`config.mk`:
```
export PLATFORM = sky130hd
export DESIGN_NAME = threeadd_seq
export DESIGN_NICKNAME = d
export VERILOG_FILES = /design/src/rtl/threeadd_pkg.sv /design/src/rtl/threeadd_bitcell.sv /design/src/rtl/threeadd_seq.sv
export SDC_FILE = /design/constraint.sdc
export NUM_CORES = 1
export LEC_CHECK = 0
export ABC_AREA = 1
export ABC_CLOCK_PERIOD_IN_PS = 2200
export BUFFER_PORTS_ARGS = -buffer_cell sky130_fd_sc_hd__buf_2
export CELL_PAD_IN_SITES_DETAIL_PLACEMENT = 1
export CELL_PAD_IN_SITES_GLOBAL_PLACEMENT = 2
export CORE_AREA = 2 2 89 91
export CTS_CLUSTER_DIAMETER = 50
export DETAILED_ROUTE_END_ITERATION = 7
export DIE_AREA = 0 0 91 93
export PLACE_DENSITY_LB_ADDON = 0.05
export SYNTH_ARGS = -nofsm -noshare
export SYNTH_HDL_FRONTEND = slang
export SYNTH_HIERARCHICAL = 1
export SYNTH_SLANG_ARGS = --single-unit
```
`constraint.sdc`:
```
create_clock -name clk -period 2.2 [get_ports clk]
set_input_delay 0.44 -clock clk [delete_from_list [all_inputs] [get_ports clk]]
set_output_delay 0.44 -clock clk [all_outputs]
set_load 0.02 [all_outputs]
```
`src/rtl/threeadd_pkg.sv`:
```
// Shared types and helpers for the bit-serial three-operand adder.
// FSM state enum, carry width and counter-width helper.
package threeadd_pkg;

    typedef enum logic [1:0] {
        StIdle,
        StRun,
        StDone
    } state_e;

    localparam int unsigned CARRY_W = 2;

    // A one-bit counter is still needed when the operand width is 2 or less.
    function automatic int unsigned cnt_width(input int unsigned width);
        return (width <= 2) ? 1 : $clog2(width);
    endfunction

endpackage

```
`src/rtl/threeadd_bitcell.sv`:
```
// Three-input full-adder column cell with a 2-bit carry.
// Sums three bits plus carry (0..5) into a sum bit and the next carry (0..2).
module threeadd_bitcell
    import threeadd_pkg::*;
(
    input  logic               a,
    input  logic               b,
    input  logic               c,
    input  logic [CARRY_W-1:0] carry_in,
    output logic               s,
    output logic [CARRY_W-1:0] carry_out
);

    logic [2:0] total;

    assign total     = {2'b00, a} + {2'b00, b} + {2'b00, c} + {1'b0, carry_in};
    assign s         = total[0];
    assign carry_out = total[2:1];

endmodule

```
`src/rtl/threeadd_seq.sv`:
```
// Bit-serial sequencer for a three-operand adder, one bit column per cycle.
// Optional overflow flag register is built when THREEADD_OVF_EN is defined.
module threeadd_seq
    import threeadd_pkg::*;
#(
    parameter int unsigned WIDTH = 8
) (
    input  logic             clk,
    input  logic             reset,
    input  logic             in_valid,
    output logic             in_ready,
    input  logic [WIDTH-1:0] a,
    input  logic [WIDTH-1:0] b,
    input  logic [WIDTH-1:0] c,
    output logic             out_valid,
    input  logic             out_ready,
    output logic [WIDTH+1:0] sum,
    output logic             busy,
    output logic             ovf
);

    localparam int unsigned CntW = cnt_width(WIDTH);
    localparam logic [CntW-1:0] CntLast = CntW'(WIDTH - 1);

    state_e             state_q;
    logic [WIDTH-1:0]   a_q;
    logic [WIDTH-1:0]   b_q;
    logic [WIDTH-1:0]   c_q;
    logic [WIDTH-1:0]   res_q;
    logic [CARRY_W-1:0] carry_q;
    logic [CntW-1:0]    cnt_q;
    logic [WIDTH+1:0]   sum_q;

    logic               cell_s;
    logic [CARRY_W-1:0] cell_carry;
    logic               last_col;

    threeadd_bitcell u_bitcell (
        .a         (a_q[0]),
        .b         (b_q[0]),
        .c         (c_q[0]),
        .carry_in  (carry_q),
        .s         (cell_s),
        .carry_out (cell_carry)
    );

    assign last_col = (state_q == StRun) && (cnt_q == CntLast);

    always_ff @(posedge clk) begin
        if (reset) begin
            state_q <= StIdle;
            a_q     <= '0;
            b_q     <= '0;
            c_q     <= '0;
            res_q   <= '0;
            carry_q <= '0;
            cnt_q   <= '0;
            sum_q   <= '0;
        end else begin
            unique case (state_q)
                StIdle: begin
                    if (in_valid) begin
                        a_q     <= a;
                        b_q     <= b;
                        c_q     <= c;
                        carry_q <= '0;
                        cnt_q   <= '0;
                        state_q <= StRun;
                    end
                end
                StRun: begin
                    a_q     <= a_q >> 1;
                    b_q     <= b_q >> 1;
                    c_q     <= c_q >> 1;
                    res_q   <= {cell_s, res_q[WIDTH-1:1]};
                    carry_q <= cell_carry;
                    cnt_q   <= cnt_q + 1'b1;
                    if (last_col) begin
                        // Final column: its sum bit lands at WIDTH-1, carry fills the top two bits.
                        sum_q   <= {cell_carry, cell_s, res_q[WIDTH-1:1]};
                        state_q <= StDone;
                    end
                end
                StDone: begin
                    if (out_ready) begin
                        state_q <= StIdle;
                    end
                end
                default: state_q <= StIdle;
            endcase
        end
    end

    assign in_ready  = (state_q == StIdle);
    assign out_valid = (state_q == StDone);
    assign busy      = (state_q == StRun) || (state_q == StDone);
    assign sum       = sum_q;

`ifdef THREEADD_OVF_EN
    logic ovf_q;

    always_ff @(posedge clk) begin
        if (reset) begin
            ovf_q <= 1'b0;
        end else if (last_col) begin
            ovf_q <= (cell_carry != '0);
        end else if ((state_q == StDone) && out_ready) begin
            ovf_q <= 1'b0;
        end
    end

    assign ovf = ovf_q;
`else
    assign ovf = 1'b0;
`endif

endmodule

```
==> results_dict.tcl <==
set metrics [dict create \
    status "completed" \
    cp_cell_sequence "fa_1 -> ha_1 -> fa_1 -> o21ai_0 -> nor2_1" \
    post-synth-top-area-cell "sky130_fd_sc_hd__dfxtp_1" \
    routed_wl_um 5534 \
    required_ns 2.41 \
    ys_dominant_reg_cell "sky130_fd_sc_hd__dfxtp_1" \
    place_ws_ns 0.3632 \
    final.setup.tns_ns 0 \
    cts_max_level 2 \
    netSwitchingPower_uw 661.8 \
    grt_pass1_vias 2046 \
    wl_per_cell_um 12.52 \
    report.final.slew_viol_count 0 \
    netlist_area_sq_um 2112 \
    cts_hold_buffers 0 \
    floorplan.die_area_sq_um 8463 \
    timing_worst_setup_path_type "reg2reg" \
    arrival_time_worst_endpoint_ns 2.02 \
    drv.max_cap_violation_count 0 \
    synthCells 304 \
    vias 1941 \
    slew-limit-headroom_pct 59.22 \
    detailedRoute.firstPassIterationCount 4 \
    worst_setup_end_kind "flip-flop" \
    worst_path_dominant_cell_family "adder cells" \
    final_min_period_over_clock_period_pct 82.10 \
    cp_common_cell "sky130_fd_sc_hd__fa_1" \
    cts_tree "done" \
    hold_path_end "a_q[7]" \
    r2r_cells 5 \
    syn_to_final_growth_pct 17.89 \
    cts_root_buf "sky130_fd_sc_hd__clkbuf_8" \
    coreArea_sq_um 7527 \
    static_power_due_to_leakage_uw 0.001196 \
    combPwrFrac_pct 22.0 \
    design.portCount 42 \
    seqPwrFrac_pct 50.2 \
    r2r_setup_slk_ns 0.39 \
    cp_slowest_stage_delay_ns 0.49 \
    place.detailed.hpwl_um 3714 \
    syn_nets 340 \
    crit_fanout 2 \
    async_flop_share_pct 0 \
    achievable-frequency_mhz 553.7 \
    avgViaCountPerCell 4.391 \
    final_layout_size_suffix_gt1_share_pct 17.65 \
    first_pass_grt_wire_length_um 9508 \
    power.density_cell_area_nw_per_um2 804.7 \
    clkLatencyLatePin_ns 0.31 \
    std_cell_rows 32 \
    synth_edf_count 0 \
    r2r-start "a_q[0]" \
    post_cts_buffers 0 \
    antenna_cells 0 \
    tritoncts.num_buffers 5 \
    place.gp.congestion 0.6815 \
    cts_resized 0 \
    hold_start "a[7]" \
    postRouteAntennaNets 0 \
    cts.path.max_buffers 2 \
    internal_power_uw 1342 \
    ys_top_cells_by_area "sky130_fd_sc_hd__dfxtp_1, sky130_fd_sc_hd__nand2_1, sky130_fd_sc_hd__nor2_1" \
    worstMarginPinSlew_ns 0.6108 \
    unrepaired_setup_endpoints_after_global_routing "no" \
    final.min_clock_period_ns 1.806 \
    yosys_warnings 6 \
    synthesis.area_per_instance_sq_um 6.947 \
    port-buffer-count 40 \
    synth.ff_latch_count 48 \
    drtIter0Drc 69 \
    ys_top_cells_by_count "sky130_fd_sc_hd__nand2_1, sky130_fd_sc_hd__nor2_1, sky130_fd_sc_hd__dfxtp_1, sky130_fd_sc_hd__o21ai_0, sky130_fd_sc_hd__buf_2" \
    report.final.setup_viol 0 \
    worst_hold_path_type "in2reg" \
    clock-sinks 48 \
    grt_start_max_net_pins 40 \
    yosys.area.top_type_share_pct 45.50 \
    cpMaxStageDelayCell "sky130_fd_sc_hd__fa_1" \
    initial_antenna_violation_count 0 \
    drc_errors 0 \
    grt_overflow 0 \
    clock_skew_after_layout_ns 0.008681 \
    clockPowerShare_pct 27.8 \
    sw_frac_of_total_pct 33.03 \
    initial_util_pct 28.06 \
    vdd_drop_max_mv 0.2530 \
    clock_transition_at_the_registers_of_the_reported_paths_ns 0.10 \
    floorplan.die.width_um 91 \
    crit_buf_inv 0 \
    grt.total_usage_pct 13.99 \
    holdPathStages 3 \
    final_hold_viol_count 0 \
    post-synth-top-count-cell "sky130_fd_sc_hd__nand2_1" \
    die_h_um 93 \
    seq_area_frac_synth_pct 45.50 \
    timing.rr.end "sum[8]" \
    cp-start-kind "flip-flop" \
    number_of_different_library_cells_in_the_post_synthesis_netlist 17 \
    setup_ws_ns 0.3939 \
    finalNetCount 375 \
]
worst min-delay path, delay by kind of cell:
kind	cells	cell delay [ns]
buffers and inverters	1	0.10
AOI/OAI and AO/OA	1	0.05
and+or+nand+nor	1	0.06
routing by layer:
| layer | vias to the layer above | track usage [%] | routed length (um) |
|---|---|---|---|
| met5 | - | 0 | 0 |
| met4 | 0 | 4.545 | 61 |
| li1 | 1014 | - | - |
| met3 | 5 | 3.223 | 202 |
| met1 | 893 | 17.03 | 2668 |
| met2 | 29 | 24.44 | 2602 |
power groups by stage:
stage	sequential [uW]	combinational, uW	clock, uW
6_report	1010	440	558
3_5_place_dp	1030	456	0
4_1_cts	1010	458	587
3_3_place_gp	1020	449	0
2_1_floorplan	1010	322	0
5_1_grt	1020	521	615
sequential cells by signal, summed over array words and instances, names as in the netlist:
register,count
c_q,8
sum,10
state_q,2
carry_q,2
a_q,8
b_q,8
cnt_q,3
res_q,7
worst max path at each step:
| stage | start | endpoint | slack, ns | cells after the start |
|---|---|---|---|---|
| global placement | a_q[0] | sum[8] | 0.44 | 5 |
| floorplan | a_q[0] | sum[8] | 0.48 | 5 |
| CTS | a_q[0] | sum[8] | 0.36 | 5 |
| finish | a_q[0] | sum[8] | 0.39 | 5 |
| global route | a_q[0] | sum[8] | 0.28 | 5 |
| detailed placement | a_q[0] | sum[8] | 0.36 | 5 |
placed cells by master, fill, tap and decap left out:
| cell | Yosys | routed |
|---|---|---|
| sky130_fd_sc_hd__nand2_1 | 85 | 85 |
| sky130_fd_sc_hd__nor2_1 | 78 | 78 |
| sky130_fd_sc_hd__dfxtp_1 | 48 | 48 |
| sky130_fd_sc_hd__buf_2 | 11 | 40 |
| sky130_fd_sc_hd__o21ai_0 | 38 | 38 |
| sky130_fd_sc_hd__a21oi_1 | 10 | 10 |
| sky130_fd_sc_hd__inv_1 | 7 | 7 |
| sky130_fd_sc_hd__ha_1 | 6 | 6 |
| sky130_fd_sc_hd__buf_4 | 2 | 6 |
| sky130_fd_sc_hd__nand3_1 | 5 | 5 |
| sky130_fd_sc_hd__clkbuf_8 | 0 | 5 |
| sky130_fd_sc_hd__inv_2 | 4 | 4 |
| sky130_fd_sc_hd__clkinvlp_4 | 0 | 2 |
| sky130_fd_sc_hd__fa_1 | 2 | 2 |
| sky130_fd_sc_hd__nand2_2 | 1 | 1 |
| sky130_fd_sc_hd__conb_1 | 1 | 1 |
| sky130_fd_sc_hd__clkinv_4 | 0 | 1 |
| sky130_fd_sc_hd__buf_12 | 0 | 1 |
cells by family after synthesis:
group,after synthesis,synth area share [%]
buffers and inverters,30,7.049
DFF,48,45.50
adders and majority gates,8,5.450
AOI/OAI and AO/OA,48,11.37
other,1,0.1776
and+or+nand+nor,169,30.45
metrics by stage:
step	total power (uW)	hold slack [ns]	util (%)	cell area (sq um)	std cells
floorplan	1334	0.4378	-	2112	304
global placement	1473	0.4547	31.85	2397	434
detailed placement	1482	0.4596	31.85	2397	434
CTS	2051	0.3806	33.08	2490	442
global route	2155	0.4040	33.08	2490	442
finish	2004	0.3898	33.08	2490	442
cell type report:
class / instances / area (sq um)
timing repair buffer: 47 / 265.3
fill: 975 / 5037
multi-input combinational: 226 / 1002
clock buffer: 5 / 68.82
inverter: 11 / 41.29
sequential: 48 / 960.9
tap: 102 / 127.6
clock inverter: 3 / 23.77
No activity file was read; power rests on OpenSTA's default activity.
